[src/rtl/snake_pkg.sv]
// Shared constants and enums for the snake game datapaths and the pixel-port arbiter.
package snake_pkg;

  localparam int SCREEN_W = 160;
  localparam int SCREEN_H = 120;
  localparam int X_W      = 9;
  localparam int Y_W      = 8;
  localparam int CLR_W    = 3;

  localparam logic [CLR_W-1:0] CLR_BLACK = 3'b000;
  localparam logic [CLR_W-1:0] CLR_WHITE = 3'b111;

  typedef enum logic [1:0] {
    IDLE,
    SWEEP,
    DONE
  } arb_state_t;

  typedef enum logic [1:0] {
    RIGHT,
    UP,
    DOWN,
    LEFT
  } dir_t;

endpackage

[src/rtl/plot_arbiter_rr_pick.sv]
// Rotating-priority selector: first set request bit above last_grant, wrapping modulo NUM_REQ.
module rr_pick #(
  parameter int NUM_REQ = 3,
  parameter int IDX_W   = $clog2(NUM_REQ)
) (
  input  logic [NUM_REQ-1:0] req,
  input  logic [IDX_W-1:0]   last_grant,
  output logic               valid,
  output logic [IDX_W-1:0]   winner
);

  logic [NUM_REQ-1:0] rot_req;
  logic [IDX_W-1:0]   rot_idx [NUM_REQ];

  // Slot gi holds the requester gi+1 positions after last_grant; one subtract suffices for the wrap.
  for (genvar gi = 0; gi < NUM_REQ; gi++) begin : g_rot
    localparam logic [IDX_W:0] OFF  = (IDX_W+1)'(gi + 1);
    localparam logic [IDX_W:0] NREQ = (IDX_W+1)'(NUM_REQ);
    logic [IDX_W:0] sum;
    assign sum          = {1'b0, last_grant} + OFF;
    assign rot_idx[gi]  = (sum >= NREQ) ? IDX_W'(sum - NREQ) : sum[IDX_W-1:0];
    assign rot_req[gi]  = req[rot_idx[gi]];
  end

  always_comb begin
    valid  = 1'b0;
    winner = '0;
    for (int k = NUM_REQ - 1; k >= 0; k--) begin
      if (rot_req[k]) begin
        valid  = 1'b1;
        winner = rot_idx[k];
      end
    end
  end

endmodule

[src/rtl/plot_arbiter.sv]
// Round-robin owner of the VGA pixel-write port: each grant sweeps one BLK_W x BLK_H block, then acks.
module plot_arbiter #(
  parameter int NUM_REQ  = 3,
  parameter int BLK_W    = 2,
  parameter int BLK_H    = 2,
  parameter int X_W      = snake_pkg::X_W,
  parameter int Y_W      = snake_pkg::Y_W,
  parameter int CLR_W    = snake_pkg::CLR_W,
  parameter int SCREEN_W = snake_pkg::SCREEN_W,
  parameter int SCREEN_H = snake_pkg::SCREEN_H,
  parameter int IDX_W    = $clog2(NUM_REQ)
) (
  input  logic                     clk,
  input  logic                     resetn,
  input  logic [NUM_REQ-1:0]       req,
  input  logic [NUM_REQ*X_W-1:0]   req_x,
  input  logic [NUM_REQ*Y_W-1:0]   req_y,
  input  logic [NUM_REQ*CLR_W-1:0] req_clr,
  output logic [NUM_REQ-1:0]       ack,
  output logic                     busy,
  output logic [IDX_W-1:0]         grant_id,
  output logic                     plot,
  output logic [X_W-1:0]           x,
  output logic [Y_W-1:0]           y,
  output logic [CLR_W-1:0]         colour
);

  import snake_pkg::*;

  localparam int CNT_W = 2;

  arb_state_t         state_reg, state_next;
  logic [IDX_W-1:0]   last_grant_reg;
  logic [IDX_W-1:0]   grant_id_reg;
  logic [X_W-1:0]     base_x_reg;
  logic [Y_W-1:0]     base_y_reg;
  logic [CLR_W-1:0]   clr_reg;
  logic [CNT_W-1:0]   cx_reg, cy_reg;
  logic               pick_valid;
  logic [IDX_W-1:0]   pick_idx;
  logic               cx_last, cy_last;
  logic [X_W:0]       x_sum;
  logic [Y_W:0]       y_sum;
  logic               on_screen;

  rr_pick #(
    .NUM_REQ(NUM_REQ),
    .IDX_W  (IDX_W)
  ) u_pick (
    .req       (req),
    .last_grant(last_grant_reg),
    .valid     (pick_valid),
    .winner    (pick_idx)
  );

  assign cx_last   = (cx_reg == CNT_W'(BLK_W - 1));
  assign cy_last   = (cy_reg == CNT_W'(BLK_H - 1));
  // Clip on the untruncated sums so a block hanging off the right/bottom edge never wraps onto the screen.
  assign x_sum     = {1'b0, base_x_reg} + (X_W+1)'(cx_reg);
  assign y_sum     = {1'b0, base_y_reg} + (Y_W+1)'(cy_reg);
  assign on_screen = (x_sum < (X_W+1)'(SCREEN_W)) && (y_sum < (Y_W+1)'(SCREEN_H));

  always_ff @(posedge clk or negedge resetn) begin
    if (!resetn) state_reg <= IDLE;
    else         state_reg <= state_next;
  end

  always_comb begin
    state_next = state_reg;
    case (state_reg)
      IDLE:    if (pick_valid) state_next = SWEEP;
      SWEEP:   if (cx_last && cy_last) state_next = DONE;
      DONE:    state_next = IDLE;
      default: state_next = IDLE;
    endcase
  end

  always_ff @(posedge clk or negedge resetn) begin
    if (!resetn) begin
      last_grant_reg <= IDX_W'(NUM_REQ - 1);
      grant_id_reg   <= '0;
      base_x_reg     <= '0;
      base_y_reg     <= '0;
      clr_reg        <= '0;
      cx_reg         <= '0;
      cy_reg         <= '0;
    end else begin
      case (state_reg)
        IDLE: begin
          if (pick_valid) begin
            base_x_reg   <= req_x[pick_idx*X_W +: X_W];
            base_y_reg   <= req_y[pick_idx*Y_W +: Y_W];
            clr_reg      <= req_clr[pick_idx*CLR_W +: CLR_W];
            grant_id_reg <= pick_idx;
            cx_reg       <= '0;
            cy_reg       <= '0;
          end
        end
        SWEEP: begin
          if (cx_last) begin
            cx_reg <= '0;
            cy_reg <= cy_reg + 1'b1;
          end else begin
            cx_reg <= cx_reg + 1'b1;
          end
        end
        DONE:    last_grant_reg <= grant_id_reg;
        default: ;
      endcase
    end
  end

  always_comb begin
    plot = 1'b0;
    busy = 1'b0;
    ack  = '0;
    case (state_reg)
      SWEEP: begin
        plot = on_screen;
        busy = 1'b1;
      end
      DONE: begin
        busy              = 1'b1;
        ack[grant_id_reg] = 1'b1;
      end
      default: ;
    endcase
  end

  assign x        = x_sum[X_W-1:0];
  assign y        = y_sum[Y_W-1:0];
  assign colour   = clr_reg;
  assign grant_id = grant_id_reg;

endmodule

[config.mk]
export PLATFORM = sky130hd
export DESIGN_NAME = plot_arbiter
export DESIGN_NICKNAME = d
export VERILOG_FILES = /design/src/rtl/snake_pkg.sv /design/src/rtl/plot_arbiter_rr_pick.sv /design/src/rtl/plot_arbiter.sv
export SDC_FILE = /design/constraint.sdc
export NUM_CORES = 1
export LEC_CHECK = 0
export ABC_AREA = 1
export ABC_CLOCK_PERIOD_IN_PS = 2700
export CAP_MARGIN = 20
export CORE_ASPECT_RATIO = 0.7
export CORE_UTILIZATION = 30
export DETAILED_ROUTE_END_ITERATION = 10
export PLACE_DENSITY = 0.58
export SLEW_MARGIN = 20
export SYNTH_ARGS = -nofsm -noshare
export SYNTH_HDL_FRONTEND = slang
export SYNTH_SLANG_ARGS = --single-unit
[constraint.sdc]
create_clock -name clk -period 2.7 [get_ports clk]
set_clock_uncertainty 0.15 [all_clocks]
set_input_delay 0.54 -clock clk [delete_from_list [all_inputs] [get_ports clk]]
set_output_delay 0.54 -clock clk [all_outputs]
set_load 0.005 [all_outputs]
=== Word-level counts from Yosys, hierarchy flattened ===
Index checks and enable logic that the tools add are counted.

* Flip-flop bits (word level): 30
* Bits of input ports: 65
* Output and inout port bits: 27
* Word-level logic and storage cells: 78

* Add/subtract/negate cells: 10
* Multiply operators: 2
* Magnitude comparators: 10
* Equal/unequal tests: 7
* Shift operators: 3
* Multiplexer cells: 28
* Reductions and logical operators: 10

{| class="wikitable"
|+ Operator list
! cell !! count
|-
| $shiftx 27x7->9 || 1
|-
| $shiftx 24x6->8 || 1
|-
| $mux 2 || 11
|-
| $lt 2x3->1 const B || 4
|-
| $pmux 2 s2 || 3
|-
| $add 9x2->10 || 1
|-
| $lt 10x8->1 const B || 1
|-
| $add 8x2->9 || 1
|-
| $ge 3x2->1 const B || 3
|-
| $lt 9x7->1 const B || 1
|-
| $mux 1 || 9
|-
| $shiftx 9x5->3 || 1
|-
| $add 2x2->3 const B || 2
|-
| $bmux 1 s2 || 3
|-
| $eq 2x1->1 const B || 3
|-
| $mul 2x4->6 const B || 1
|-
| $ne 2x2->1 const B || 3
|-
| $reduce_and 2->1 || 3
|-
| $sub 2x2->2 const B || 3
|-
| $add 2x1->2 const B || 2
|-
| $mul 2x2->4 const B || 1
|-
| $add 2x1->3 const B || 1
|-
| $logic_and 1x1->1 || 3
|-
| $mux 3 || 1
|-
| 7 further kinds || 7
|}

=== Longest topological paths before layout ===
* Word-level depth: 10
* Gate-level depth with buffers: 16

=== Modules after synthesis ===
A second synthesis with hierarchy kept.

* Cell total of the unflattened synthesis: 312
* Area total of the unflattened synthesis: 2232.1 um^2

{| class="wikitable"
|+ By module, submodules not included
! module !! times used !! cells each !! area an instance (um^2) !! sequential area each (um^2)
|-
| plot_arbiter || 1 || 276 || 2044.5 || 752.0
|-
| rr_pick || 1 || 36 || 187.7 || 0.0
|}

=== Least setup slack after synthesis ===
Ideal clock, no wire load.

* Path type: flip-flop to output port
* Start point: register cx_reg[0]
* End point: output plot
* Data arrival time: 1819 ps
* Path slack: 191 ps
* Cell stages (with the launch flop): 11
* Path through: dfrtp_1 -> ha_1 -> inv_1 -> fa_1 -> nor2_1 -> nand3_1 -> o21ai_0 -> nand2_1 -> nor3_1 -> nand3_1 -> nor2_1

* Word-level cells in the longest chain between the ends: 4

{| class="wikitable"
|+ RTL lines
! item !! RTL line !! text
|-
| start, declared || plot_arbiter.sv:38 || <nowiki>logic [CNT_W-1:0] cx_reg, cy_reg;</nowiki>
|-
| start signal, assigned || plot_arbiter.sv:104 || <nowiki>cx_reg <= cx_reg + 1'b1;</nowiki>
|-
| $add 9x2->10 || plot_arbiter.sv:59 || <nowiki>assign x_sum = {1'b0, base_x_reg} + (X_W+1)'(cx_reg);</nowiki>
|-
| via x[8] || plot_arbiter.sv:23 || <nowiki>output logic [X_W-1:0] x,</nowiki>
|-
| $lt 10x8->1 || plot_arbiter.sv:61 || <nowiki>assign on_screen = (x_sum < (X_W+1)'(SCREEN_W)) && (y_sum < (Y_W+1)'(SCREEN_H));</nowiki>
|-
| $logic_and 1x1->1 || plot_arbiter.sv:61 ||
|-
| $mux 1 || plot_arbiter.sv:117 || <nowiki>case (state_reg)</nowiki>
|-
| end, declared || plot_arbiter.sv:22 || <nowiki>output logic plot,</nowiki>
|}

The timed path passes the listed nets, and every way through them passes these cells.

=== Worst setup path in the final report ===
* Start point: register cx_reg[0]
* End point: output plot

* Word-level cells in the longest chain between the ends: 4

{| class="wikitable"
|+ RTL lines
! item !! RTL line
|-
| $add 9x2->10 || plot_arbiter.sv:59
|-
| $lt 10x8->1 || plot_arbiter.sv:61
|-
| $logic_and 1x1->1 || plot_arbiter.sv:61
|-
| $mux 1 || plot_arbiter.sv:117
|}

No other way between the ends.

==> summary.txt <==
Status
  – Status: finished, violations left
  – Failing checks: design-rule violations, negative setup slack

Synth
  – Post-synth EDFFs: 0
  – Synth Area per Inst: around 6.6 um2
  – Mapped Cells: ~380
  – Cell taking the most area after synthesis: dfrtp_1
  – Cell area after synthesis: around 2500 um2
  – Yosys cell types: 30
  – Commonest cells post-synth: nand2_1 (145), nand3_1 (57), inv_1 (51)
  – Synth area leaders: dfrtp_1 (29%), nand2_1 (22%), nand3_1 (11%), inv_1 (7.7%), ha_1 (5.5%)
  – Sequential element share of the synthesized area: ~30%
  – FF+latch count, synth: 30
  – YS warnings: 0
  – Synth top area share: 29.04%
  – Most frequent cell after synthesis: nand2_1
  – Syn Nets: 454
  – Async set-reset flop share out of synthesis: between 90% and 100%
  – Synth Flop Type: dfrtp_1

Global routing
  – Initial antenna violation count: 0
  – Largest net degree at the start of global routing: 31
  – Vias in the first global route: about 2600
  – Global Route Usage Sum: approximately 18%
  – First-pass GRT wire length: 12.15 mm
  – GRT Residual Overflow: 0

Routing
  – Vias per inst: between 4 and 5
  – 1st-iter DRT viols: between 100 and 150
  – Total wire length: 7.344 mm
  – DR WL/cell: around 12 um
  – # DRC: 10
  – TritonRoute pass-1 iters: 7
  – Antenna Violating Nets Remaining: 0
  – Vias: 2670

Worst setup path
  – Crit path DAT: about 2.2 ns
  – Crit. End Element: output pin
  – Element type at the critical path start: flop
  – Crit-path max FO: 3
  – Kind of critical path: reg -> out
  – CP required: 2.01 ns

Place
  – Area after DPL: roughly 3700 um2
  – Hpwl dp: roughly 5.7 mm
  – Final GP Congestion: around 0.81
  – Inst Count DP: slightly below 600
  – IO buf count: 91

Pwr
  – Logic pwr share: 72.6%
  – Clk pwr share: under 10%
  – Switching pwr: roughly 0.0025 W
  – Sw frac: about half
  – Leakage Power: 2.055 nW
  – Sequential power share: around 18%
  – Internal power: 0.002661 W
  – P per Cell Area: roughly 1300 nW/um2
  – Peak supply drop: 0.4970 mV

STA
  – Final hold vios: 0
  – Fin crit period: between 2 and 3 ns
  – Fmax: ~0.35 GHz
  – Slew Limit Fails: 0
  – Final Cycle Share: 107.0%
  – Rel. slew slack: approximately three quarters
  – RSZ-0062 raised after global routing: yes
  – Final number of setup-violating endpoints: 2
  – Worst-margin pin slew: 0.3782 ns
  – Setup ws final: -0.1884 ns

CTS
  – CTS max path bufs: 2
  – Cts hold-fix bufs: 0
  – Worst-path clk slew: approximately 0.050 ns
  – Root Driver: clkbuf_16
  – CTS H-tree lvls: 2
  – Clk sinks: 30
  – Cts bufs inserted: 5
  – Clk Latency, worst-skew pair: ~0.27 ns
  – CTS tree: yes

Layout
  – Cell area after layout: 4004 um2
  – Post-Layout Cell Count: a little over 600
  – Layout area overhead: 60.24%
  – Layout cells sized above 1: a little under a fifth
  – Nets@finish: roughly 600
  – Max reg flops: 9
  – N_diodes: 0

Hold path
  – HP Class: reg -> reg

Floorplanning
  – Die ar.: ~8700 um2
  – CORE AREA: approximately 8000 um2
  – Io pins: around 90
  – Height of the die: ~78 um
  – Initial Util: 31.34%
  – Die X: 111.1 um
  – Rows: 27

Job
  – Max cap viols: 0
[stage by stage]
step	setup WS, ns	power [W]	util (%)	hold WS (ns)	setup TNS, ns
floorplan	0.1907	0.003204	-	0.09441	0
global placement	-0.3026	0.004498	46.17	0.3347	-0.3053
detailed placement	-0.3788	0.004543	46.17	0.3357	-0.5378
CTS	-0.1909	0.005169	49.83	0.3489	-0.3120
global route	-0.3392	0.005693	50.22	0.3703	-0.6568
finish	-0.1884	0.005155	50.22	0.3441	-0.3166
[placed cells by master (no fill, tap or decap), types with 3 or more instances in the layout]
| cell | instances |
|---|---|
| xnor2_1 | 4 |
| nor2_1 | 11 |
| clkdlybuf4s50_1 | 77 |
| xor2_1 | 6 |
| buf_6 | 6 |
| a21oi_1 | 5 |
| ha_1 | 9 |
| nand3_2 | 11 |
| o21ai_0 | 6 |
| nand2_1 | 141 |
| dfrtp_1 | 29 |
| nand3_1 | 55 |
| nand2_2 | 7 |
| inv_1 | 49 |
| dlygate4sd2_1 | 6 |
| buf_4 | 40 |
| clkbuf_16 | 5 |
| inv_2 | 3 |
[cell families after synthesis]
family	share of synthesized area (%)
AO/OA/AOI/OAI	3.104
XOR/XNOR	4.206
adder cells (fa/ha/maj)	7.111
buffers and inverters	12.22
flip-flops	30.10
AND/OR/NAND/NOR	43.27
[power by group through the flow]
stage	logic [W]	registers, W	clock network [W]
floorplan	0.00235	0.000852	0
global placement	0.00360	0.000893	0
detailed placement	0.00365	0.000896	0
CTS	0.00375	0.000901	0.000523
global route	0.00421	0.000941	0.000544
finish	0.00374	0.000909	0.000506
[layout make-up]
cell class	instances	area (um2)
tap	101	126.4
multi-input combinational	278	1521
clock buffer	7	132.6
timing repair buffer	136	1264
inverter	54	207.7
fill	810	3969
sequential	30	752.0
[what timing repair did]
| action | in CTS | in global routing |
|---|---|---|
| buffers inserted | 17 | 2 |
| resized for setup | 50 | 10 |
| pin swaps | 17 | 11 |
| setup endpoints to repair | 13 | 8 |
| gates cloned | 0 | 0 |
[worst paths after layout]
| path | from | endpoint | slack [ns] | cells after the start |
|---|---|---|---|---|
| setup / recovery | cx_reg[0] | plot | -0.19 | 12 |
| hold / removal | colour[1] | colour[1] | 0.34 | 2 |
| setup reg to reg | last_grant_reg[1] | base_x_reg[8] | 0.23 | 12 |
| hold reg to reg | colour[1] | colour[1] | 0.34 | 2 |
| max in group asynchronous | resetn | last_grant_reg[1] | 1.57 | 2 |
| min in group asynchronous | resetn | cy_reg[1] | 0.50 | 2 |
[worst max-delay path, stage by stage, from the launching register on]
cell and delay, ns:
dfrtp_1 0.35, ha_2 0.19, inv_2 0.04, fa_2 0.36, nor2_4 0.15, nand3_4 0.09, xor2_1 0.15, inv_1 0.08
buf_6 0.12, o21ai_2 0.11, nand3_1 0.08, nor2_1 0.09, buf_2 0.12
[metal layers]
metal  vias up  routed length [um]  GRT usage [%]
met5         -                   0              0
met4         0                  85          3.919
met3         9                 436          3.552
met2        81                2992          25.16
met1      1161                3829          26.55
li1       1419                   -              -
(Power assumes the default switching activity.)
